**config.mk**
```make
export PLATFORM = sky130hd
export DESIGN_NAME = rr_mux_arbiter_flat
export DESIGN_NICKNAME = d
export VERILOG_FILES = /design/src/rtl/rr_mux_arbiter_pkg.sv /design/src/rtl/rr_mux_arbiter_if.sv /design/src/rtl/rr_mux_arbiter_mux.sv /design/src/rtl/rr_mux_arbiter.sv /design/src/flat_wrapper.sv
export SDC_FILE = /design/constraint.sdc
export NUM_CORES = 1
export LEC_CHECK = 0
export ABC_AREA = 1
export CAP_MARGIN = 25
export CORE_MARGIN = 3
export CORE_UTILIZATION = 50
export CTS_CLUSTER_DIAMETER = 200
export CTS_CLUSTER_SIZE = 8
export DETAILED_ROUTE_END_ITERATION = 10
export PLACE_DENSITY = 0.78
export RECOVER_POWER = 50
export SLEW_MARGIN = 20
export SYNTH_ARGS = -nofsm -noshare
export SYNTH_HDL_FRONTEND = slang
export SYNTH_HIERARCHICAL = 1
export SYNTH_SLANG_ARGS = --single-unit
```
**constraint.sdc**
```tcl
create_clock -name clk -period 6.13 [get_ports clk]
set_clock_uncertainty 0.2 [all_clocks]
set_input_delay 1.226 -clock clk [delete_from_list [all_inputs] [get_ports clk]]
set_output_delay 1.226 -clock clk [all_outputs]
set_load 0.02 [all_outputs]
```
**src/rtl/rr_mux_arbiter_pkg.sv**
```systemverilog
`default_nettype none
// ============================================================================
// Module      : rr_mux_arbiter_pkg
// Description : Shared sizes, default burst length and FSM state encoding
//               for the round-robin mux arbiter.
// Revision    : 1.0 - initial release
// ============================================================================
package rr_mux_arbiter_pkg;

  localparam int N            = 16;  // requesters, matches mux_16x1
  localparam int SW           = 4;   // select width, log2(N)
  localparam int HOLD_MAX_DEF = 4;   // default beats per grant (1..15)

  typedef enum logic {
    IDLE  = 1'b0,
    GRANT = 1'b1
  } state_t;

endpackage : rr_mux_arbiter_pkg
`default_nettype wire

```
**src/rtl/rr_mux_arbiter_if.sv**
```systemverilog
`default_nettype none
// ============================================================================
// Module      : rr_mux_arbiter_if
// Description : Request/data/handshake bundle between the requesters, the
//               downstream sink and the round-robin mux arbiter.
// Revision    : 1.0 - initial release
// ============================================================================
interface rr_mux_arbiter_if;
  import rr_mux_arbiter_pkg::*;

  logic [N-1:0]  req;    // request per source
  logic [N-1:0]  in;     // data bit per source
  logic          ready;  // downstream accepts a beat
  logic [SW-1:0] sel;    // mux select (current or last grantee)
  logic [N-1:0]  gnt;    // one-hot grant
  logic          busy;   // arbiter is in GRANT
  logic          valid;  // beat offered this cycle
  logic          out;    // muxed data bit
  logic          last;   // final beat of the burst

  // Requester / sink side
  modport master (
    output req, in, ready,
    input  sel, gnt, busy, valid, out, last
  );

  // Arbiter side
  modport slave (
    input  req, in, ready,
    output sel, gnt, busy, valid, out, last
  );

endinterface : rr_mux_arbiter_if
`default_nettype wire

```
**src/rtl/rr_mux_arbiter_mux.sv**
```systemverilog
`default_nettype none
// ============================================================================
// Module      : mux_16x1
// Description : 16:1 single-bit multiplexer datapath.
// Revision    : 1.0 - initial release
// ============================================================================
module mux_16x1 (
  input  wire logic [15:0] in_i,
  input  wire logic [3:0]  sel_i,
  output wire logic        out_o
);

  // Plain indexed select; no registers in the datapath
  assign out_o = in_i[sel_i];

endmodule : mux_16x1
`default_nettype wire

```
**src/rtl/rr_mux_arbiter.sv**
```systemverilog
`default_nettype none
// ============================================================================
// Module      : rr_mux_arbiter
// Description : Round-robin scheduler sharing one mux_16x1 between 16
//               requesters; grants bounded bursts under ready/valid and
//               rotates priority after every release.
// Revision    : 1.0 - initial release
// ============================================================================
module rr_mux_arbiter
  import rr_mux_arbiter_pkg::*;
#(
  parameter int HOLD_MAX = HOLD_MAX_DEF
) (
  input  wire logic         clk,
  input  wire logic         rst,
  rr_mux_arbiter_if.slave   bus
);

  localparam logic [SW-1:0] c_LAST_CNT = SW'(HOLD_MAX - 1);
  localparam logic [N-1:0]  c_ONE_HOT0 = {{(N-1){1'b0}}, 1'b1};

  state_t        state_q;
  logic [SW-1:0] sel_q;
  logic [N-1:0]  gnt_q;
  logic          busy_q;
  logic [SW-1:0] ptr_q;
  logic [SW-1:0] cnt_q;

  logic [SW-1:0] w_win;
  logic          w_valid;
  logic          w_beat;
  logic          w_last;
  logic          w_release;
  logic          w_raw;

  // First requester at or after ptr, wrapping 15 -> 0
  function automatic logic [SW-1:0] rr_pick(input logic [N-1:0] r,
                                            input logic [SW-1:0] p);
    logic [SW-1:0] idx;
    logic          found;
    rr_pick = p;
    found   = 1'b0;
    for (int i = 0; i < N; i++) begin
      idx = p + SW'(i);
      if (!found && r[idx]) begin
        rr_pick = idx;
        found   = 1'b1;
      end
    end
  endfunction

  assign w_win     = rr_pick(bus.req, ptr_q);
  assign w_valid   = busy_q & bus.req[sel_q];
  assign w_beat    = w_valid & bus.ready;
  assign w_last    = w_beat & (cnt_q == c_LAST_CNT);
  // Withdrawal of the grantee's request also ends the burst
  assign w_release = w_last | ~bus.req[sel_q];

  mux_16x1 u_mux (
    .in_i  (bus.in),
    .sel_i (sel_q),
    .out_o (w_raw)
  );

  // Grant FSM: arbitrate in IDLE, count beats in GRANT, rotate on release
  always_ff @(posedge clk or posedge rst) begin
    if (rst) begin
      state_q <= IDLE;
      sel_q   <= '0;
      gnt_q   <= '0;
      busy_q  <= 1'b0;
      ptr_q   <= '0;
      cnt_q   <= '0;
    end else begin
      case (state_q)
        IDLE: begin
          if (|bus.req) begin
            state_q <= GRANT;
            sel_q   <= w_win;
            gnt_q   <= c_ONE_HOT0 << w_win;
            busy_q  <= 1'b1;
            cnt_q   <= '0;
          end
        end
        GRANT: begin
          if (w_release) begin
            state_q <= IDLE;
            gnt_q   <= '0;
            busy_q  <= 1'b0;
            cnt_q   <= '0;
            ptr_q   <= sel_q + SW'(1);
          end else if (w_beat) begin
            cnt_q <= cnt_q + SW'(1);
          end
        end
        default: state_q <= IDLE;
      endcase
    end
  end

  assign bus.sel   = sel_q;
  assign bus.gnt   = gnt_q;
  assign bus.busy  = busy_q;
  assign bus.valid = w_valid;
  assign bus.out   = w_valid & w_raw;
  assign bus.last  = w_last;

endmodule : rr_mux_arbiter
`default_nettype wire

```
**src/flat_wrapper.sv**
```systemverilog
// flat-port wrapper written by rule: the top's interface ports become plain ports
module rr_mux_arbiter_flat import rr_mux_arbiter_pkg::*;
#(
  parameter int HOLD_MAX = HOLD_MAX_DEF
)
  (clk, rst, bus_req, bus_in, bus_ready, bus_sel, bus_gnt, bus_busy, bus_valid, bus_out, bus_last);
  rr_mux_arbiter_if bus_i ();
  input  wire logic clk;
  input  wire logic rst;
  input wire logic [$bits(bus_i.req)-1:0] bus_req;
  input wire logic [$bits(bus_i.in)-1:0] bus_in;
  input wire logic [$bits(bus_i.ready)-1:0] bus_ready;
  output wire logic [$bits(bus_i.sel)-1:0] bus_sel;
  output wire logic [$bits(bus_i.gnt)-1:0] bus_gnt;
  output wire logic [$bits(bus_i.busy)-1:0] bus_busy;
  output wire logic [$bits(bus_i.valid)-1:0] bus_valid;
  output wire logic [$bits(bus_i.out)-1:0] bus_out;
  output wire logic [$bits(bus_i.last)-1:0] bus_last;
  assign bus_i.req = bus_req;
  assign bus_i.in = bus_in;
  assign bus_i.ready = bus_ready;
  assign bus_sel = bus_i.sel;
  assign bus_gnt = bus_i.gnt;
  assign bus_busy = bus_i.busy;
  assign bus_valid = bus_i.valid;
  assign bus_out = bus_i.out;
  assign bus_last = bus_i.last;
  rr_mux_arbiter #(.HOLD_MAX(HOLD_MAX)) u_core (.clk(clk), .rst(rst), .bus(bus_i));
endmodule
```
# After elaboration in Yosys (flattened, before gate mapping)
# Cells that the tools add are included.
# word_totals
regBits	30
in_bits	35
# op_classes
n_addsub	17
n_lt_le_gt_ge	17
n_eq_ne	4
shift	1
muxes	79
bitwise_logic	7
reduce_logical	35
# op_table
cell	n
$lt A4 B5 Y1 const B	17
$bmux W1 S4	18
$mux W4	18
$mux W1	37
$add A4 B4 Y4 const B	8
$mux W16	2
$pmux W16 S2	1
$add A4 B3 Y4 const B	4
$reduce_or A16 Y1	1
$shl A1 B4 Y16 const A	1
$logic_and A1 B1 Y1	15
$logic_not A1 Y1	15
$add A4 B1 Y4 const B	3
$add A4 B2 Y4 const B	2
$pmux W4 S2	1
$reduce_and A2 Y1	4
$and A1 B1 Y1	4
$eq A4 B2 Y1 const B	1
$pmux W1 S2	2
$ne A3 B3 Y1 const B	1
$ne A2 B1 Y1 const B	1
$ne A2 B2 Y1 const B	1
$not A1 Y1	2
$or A1 B1 Y1	1

# Longest topological paths before layout
# Gate-level depths: netlist of run 1.
# logic_depth
depth_word	51
ltp_mapped	32
ltp_nobuf	31

# Hierarchy
# The synthesis of run 1 kept the hierarchy.
# modules_own_cells
module	instances	cells_per_inst	area_per_inst_um2	seq_area_each_um2
rr_mux_arbiter	1	587	3558.4	750.7
mux_16x1	1	50	230.2	0.0

# Least setup slack after synthesis of run 1
# No wires, ideal clock.
# synth_path
path_kind	input -> output
start	in bus_req[1]
end	out bus_last
t_arrival_ns	2.415
setup_slack_ns	2.289
path_stages	10
path_cell_list	inv_1 -> a21oi_1 -> o21ai_0 -> o21ai_0 -> nand2_1 -> a22oi_1 -> nand2_1 -> inv_1 -> nand2_1 -> nor2_1
# synth_between
elab_chain_cells	5
# synth_rtl
element	line	text
start, declared	flat_wrapper.sv:10	input wire logic [$bits(bus_i.req)-1:0] bus_req;
$bmux W1 S4	rr_mux_arbiter.sv:53	assign w_valid = busy_q & bus.req[sel_q];
$mux W1 (implied by the code)	rr_mux_arbiter.sv:53	
$and A1 B1 Y1	rr_mux_arbiter.sv:53	
net bus_valid	flat_wrapper.sv:16	output wire logic [$bits(bus_i.valid)-1:0] bus_valid;
$and A1 B1 Y1	rr_mux_arbiter.sv:54	assign w_beat = w_valid & bus.ready;
$and A1 B1 Y1	rr_mux_arbiter.sv:55	assign w_last = w_beat & (cnt_q == c_LAST_CNT);
end, declared	flat_wrapper.sv:18	output wire logic [$bits(bus_i.last)-1:0] bus_last;
# The timed path passes the listed nets, and every way through them passes these cells. The select of a mux whose other input is x is not followed.

# Worst setup path in the final report of run 1
# layout_path
start	in bus_req[1]
end	out bus_last
# layout_between
elab_chain_cells	5
# layout_rtl
element	line
$bmux W1 S4	rr_mux_arbiter.sv:53
$mux W1 (implied by the code)	rr_mux_arbiter.sv:53
$and A1 B1 Y1	rr_mux_arbiter.sv:53
$and A1 B1 Y1	rr_mux_arbiter.sv:54
$and A1 B1 Y1	rr_mux_arbiter.sv:55
# Every way passes these cells. The select of a mux whose other input is x is not followed.

==> out/summary.txt, run 1 <==
Status: completed
Post-CTS Setup Inserts: 0
Core Area: 7290 um2
Synth top cells by count: nand2_1 (204), nand3_1 (120), inv_1 (71)
Most frequent cell after synthesis: nand2_1
Crit path kind: in2out
Global-route wire length before repair: 18600 um
Htree depth: 2
Worst EP required: 4.70 ns
Yosys cell types: 41
Vias: 4342
Gp weighted congestion: 0.930
Rel. slew slack: 35.7%
Fin crit share: 80.3%
Vias in the first global route: 4124
Number of synthesized flops with an enable pin: 0
Die area: 8660 um2
Seq cells post-synth: 30
WL met2: 5340 um
Setup TNS: 0 ns
Post-Route WL: 11100 um
Non-Filler Instances: 791
Wl on met1: 4750 um
Clock-pin slew on the worst setup and hold paths: 0.06 ns
Ys Warns: 6
Tightest Hold Check Type: reg2reg
Max frequency: 203 MHz
Slew @ Worst Pin: 0.964 ns
Vias per inst: 5.49
Clock Path Buffers: 2
Syn Inst Count: 637
Top cells by area, synth: nand2_1 (20%), dfrtp_1 (20%), nand3_1 (16%)
Post-Syn Area: 3790 um2
Final Hold Viols: 0
Simple logic cell fraction of the synthesized area: 53.0%
Antenna viol nets, final: 0
GRT Residual Overflow: 0
Post-synth top area cell: nand2_1
Final setup fails: 0
DR top layer: met4
Drt first pass iters: 6
Main combinational cell family by area after synthesis: simple AND/OR/NAND/NOR gates
Clock root cell: clkbuf_8
CTS tree: yes
Final Net Count: 735
IO Pins: 59
Final hold slack: 0.281 ns
Worst Path Max Fanout: 4
Antenna violations before repair: 0
Largest net degree at the start of global routing: 29
Synth Flop Type: dfrtp_1
Global Route Usage Sum: 26.1%
Initial Utilization: 52.0%
Post-Place Setup Slack: 1.25 ns
CTS buffer count: 5
WL/cell: 14.0 um
CP Capture Type: output pin
Dpl hpwl: 8610 um
Mean Syn Cell Area: 5.95 um2
Sequential area share after synthesis: 19.8%
Sink Count: 30
Synth Area in Adders: 2.97%
Post-cts hold buffer count: 0
Area Overhead vs Synth: 18.8%
Xor-xnor portion of the synthesized cell area: 2.51%
Layout cells sized above 1: 10.1%
Max-slew violation total from the final report: 0
Max Cap Violations: 0
DRT iter0 DRCs: 310
Worst-Skew Late Latency: 0.27 ns
Fraction of synthesized area in multiplexers: 0.793%
Yosys top cell area share: 20.2%
Ant. Diodes: 0
Period minus WS final: 4.93 ns
Post-route DRC: 0
Die Ht: 93.0 um
Setup ws final: 1.20 ns
Number of port buffers: 58
FFs w/ async S/R, synth: 100%
CP startpoint kind: input port
Syn nets: 681
RSZ-0062 raised after global routing: false
Critical path arrival: 3.50 ns
Placed cell count: 783
Post-cts sizing count: 0
Rows: 31
WL met3: 748 um
Compound-Gate Fraction of Synth Area: 9.25%
Die W: 93.0 um
-- flip-flops by register name (all words and copies together) (netlist names) --
name	count
u_core/bus.gnt	16
u_core/bus.sel	4
u_core/cnt_q	4
u_core/ptr_q	4
u_core/bus.busy	1
u_core/state_q	1
-- critical path, cell delays in order --
cell	delay [ns]
clkdlybuf4s50_1	0.52
inv_1	0.05
a21oi_1	0.10
o21ai_0	0.09
o21ai_0	0.16
nand2_1	0.08
a22oi_1	0.28
nand2_1	0.11
inv_1	0.08
nand2_1	0.09
nor2_1	0.10
clkdlybuf4s50_1	0.61
-- cells by family (layout without fill, tap and decap cells) --
| family | after synthesis | count (layout) |
|---|---|---|
| AOI/OAI and AO/OA | 65 | 65 |
| muxes | 3 | 3 |
| DFF | 30 | 30 |
| adders and majority gates | 9 | 9 |
| and+or+nand+nor | 421 | 421 |
| buffers and inverters | 99 | 154 |
| xor gates and xnor gates | 10 | 10 |
-- final cells by class --
cell class / instances / area (um2)
Clock buffer: 7 / 86.3
Clock inverter: 1 / 5.00
Fill cell: 733 / 2790
Inverter: 85 / 337
Multi-Input combinational cell: 508 / 2600
Sequential cell: 30 / 751
Tap cell: 99 / 124
Timing Repair Buffer: 61 / 599
-- path summary, 6_finish.rpt --
path                                                  end  slack [ns]                           from  depth (start not counted)
min                         u_core/bus.gnt[6]$_DFFE_PP0P_        0.28  u_core/bus.gnt[6]$_DFFE_PP0P_                          2
min reg2reg                 u_core/bus.gnt[6]$_DFFE_PP0P_        0.28  u_core/bus.gnt[6]$_DFFE_PP0P_                          2
max                                              bus_last        1.20                     bus_req[1]                         12
max reg2reg                 u_core/bus.gnt[7]$_DFFE_PP0P_        1.38    u_core/ptr_q[1]$_DFFE_PP0P_                         23
min in group asynchronous  u_core/bus.gnt[15]$_DFFE_PP0P_        1.21                            rst                          2
max in group asynchronous   u_core/bus.gnt[2]$_DFFE_PP0P_        3.28                            rst                          3
-- cell usage in the layout, fill, tap and decap left out, types with 3 or more instances in the layout --
| cell | count |
|---|---|
| nor2_4 | 4 |
| inv_2 | 9 |
| a21oi_1 | 16 |
| clkdlybuf4s50_1 | 45 |
| dfrtp_1 | 30 |
| xor2_1 | 6 |
| ha_1 | 9 |
| nand2_1 | 204 |
| nand4_1 | 7 |
| nand3_2 | 6 |
| nand3_1 | 120 |
| dlygate4sd3_1 | 13 |
| nor4_1 | 5 |
| xnor2_1 | 3 |
| o21ai_0 | 28 |
| o21ai_1 | 11 |
| clkbuf_8 | 6 |
| nand2_2 | 20 |
| nor2_1 | 39 |
| nand2_4 | 7 |
| inv_1 | 71 |
| mux2i_1 | 3 |
-- per-stage QoR --
step / utilization, % / cell area [um2]
floorplan: - / 3790
finish: 61.7 / 4500
detailed placement: 60.8 / 4430
global route: 61.7 / 4500
CTS: 62.0 / 4520
global placement: 60.4 / 4400
-- metal layers --
layer	vias to the layer above	GRT usage [%]
met3	22	3.38
met5	-	0
met4	0	6.72
li1	2171	-
met1	1985	33.1
met2	164	46.6
Power of run 1 is left out: the tool's default activity adds up to more than one toggle a clock period on the data nets, which glitch-free logic cannot reach.
==> run 2: changes to the inputs <==
Clock period 6.13 ns to 5 ns, I/O delays scaled along.
==> out/summary.txt, run 2 (same netlist as run 1, synthesis figures left out) <==
Final setup fails: 0
Fin crit share: 90.1%
Number of port buffers: 58
Slowest cell on crit path: clkdlybuf4s50_1
Die W: 93.0 um
Core Area: 7290 um2
Worst-Skew Late Latency: 0.28 ns
Setup TNS: 0 ns
Post-Route WL: 11300 um
Initial Utilization: 52.0%
Antenna viol nets, final: 0
Worst Path Buf+Inv: 4
Post-cts hold buffer count: 0
Critical path's top delay family: buffers and inverters
Htree depth: 2
Worst Path Max Fanout: 4
Max Cap Violations: 0
Status: completed
DR top layer: met4
Post-CTS Setup Inserts: 0
CP Capture Type: output pin
Ant. Diodes: 0
Vias: 4343
Clock-pin slew on the worst setup and hold paths: 0.06 ns
Wl on met1: 4940 um
Antenna violations before repair: 0
Vias in the first global route: 4108
Dpl hpwl: 8730 um
CTS buffer count: 5
Die area: 8660 um2
WL/cell: 14.2 um
DRT iter0 DRCs: 376
Rows: 31
Critical path arrival: 3.31 ns
GRT Residual Overflow: 0
IO Pins: 59
Gp weighted congestion: 0.949
Global-route wire length before repair: 18700 um
Max FFs per register: 16
Most common cell after layout, fill and taps aside: nand2_1
Clock Path Buffers: 2
CP cell instances: clkdlybuf4s50_1 > inv_1 > a21oi_1 > o21ai_0 > o21ai_0 > nand2_1 > a22oi_1 > nand2_1 > inv_1 > nand2_1 > nor2_1 > clkdlybuf4s50_1
Layout cells sized above 1: 10.6%
Final Hold Viols: 0
Sink Count: 30
Vias per inst: 5.46
Crit path kind: in2out
Area Overhead vs Synth: 19.6%
CP startpoint kind: input port
CTS tree: yes
Slew @ Worst Pin: 1.02 ns
Largest stage delay, worst path: 0.61 ns
Crit path top cell by count: nand2_1
Post-route DRC: 0
Most frequent cells in the layout: nand2_1 (204), nand3_1 (120), inv_1 (71), clkdlybuf4s50_1 (45), nor2_1 (39)
WL met2: 5600 um
Die Ht: 93.0 um
Final Net Count: 739
Clock root cell: clkbuf_8
Max-slew violation total from the final report: 0
Global Route Usage Sum: 26.3%
Post-cts sizing count: 0
Max frequency: 222 MHz
RSZ-0062 raised after global routing: false
Rel. slew slack: 32.1%
Largest net degree at the start of global routing: 26
Drt first pass iters: 5
Tightest Hold Check Type: reg2reg
Period minus WS final: 4.51 ns
WL met3: 550 um
Worst EP required: 3.80 ns
[run 2: cell types whose count changed in the layout (fill, tap and decap cells not counted)]
cell	before	now
buf_4	2	6
[run 2: tightest hold or removal path, stage by stage, from the launching register on]
cell	delay (ns)
dfrtp_1	0.34
nand2_1	0.05
nand2_1	0.05
[run 2: routing by layer]
metal / global-route usage, % / vias to the layer above
met5: 0 / -
li1: - / 2184
met2: 46.4 / 118
met4: 6.47 / 0
met1: 34.2 / 2029
met3: 2.98 / 12
[run 2: metrics by stage]
step	cell area [um2]	instances	hold slack (ns)	util, %	setup slack, ns
floorplan	3790	637	0.278	-	1.61
global placement	4430	786	0.266	60.8	0.588
detailed placement	4460	787	0.265	61.2	0.541
CTS	4550	795	0.282	62.4	0.522
global route	4530	795	0.290	62.1	0.323
finish	4530	795	0.273	62.1	0.494
[run 2: path summary, 6_finish.rpt]
kind,depth (start not counted),endpoint,slack [ns],start
setup / recovery,12,bus_last,0.49,bus_req[1]
hold / removal,2,u_core/bus.gnt[6]$_DFFE_PP0P_,0.27,u_core/bus.gnt[6]$_DFFE_PP0P_
setup reg to reg,22,u_core/bus.gnt[8]$_DFFE_PP0P_,0.80,u_core/ptr_q[0]$_DFFE_PP0P_
hold reg to reg,2,u_core/bus.gnt[6]$_DFFE_PP0P_,0.27,u_core/bus.gnt[6]$_DFFE_PP0P_
max in group asynchronous,3,u_core/bus.sel[3]$_DFFE_PP0P_,2.36,rst
min in group asynchronous,2,u_core/bus.gnt[8]$_DFFE_PP0P_,0.96,rst
[run 2: layout make-up]
class / count / area (um2)
Timing Repair Buffer: 65 / 629
Clock buffer: 7 / 86.3
Sequential cell: 30 / 751
Tap cell: 99 / 124
Fill cell: 720 / 2760
Multi-Input combinational cell: 508 / 2600
Inverter: 85 / 337
Clock inverter: 1 / 5.00
Power of run 2 is left out for the same reason.
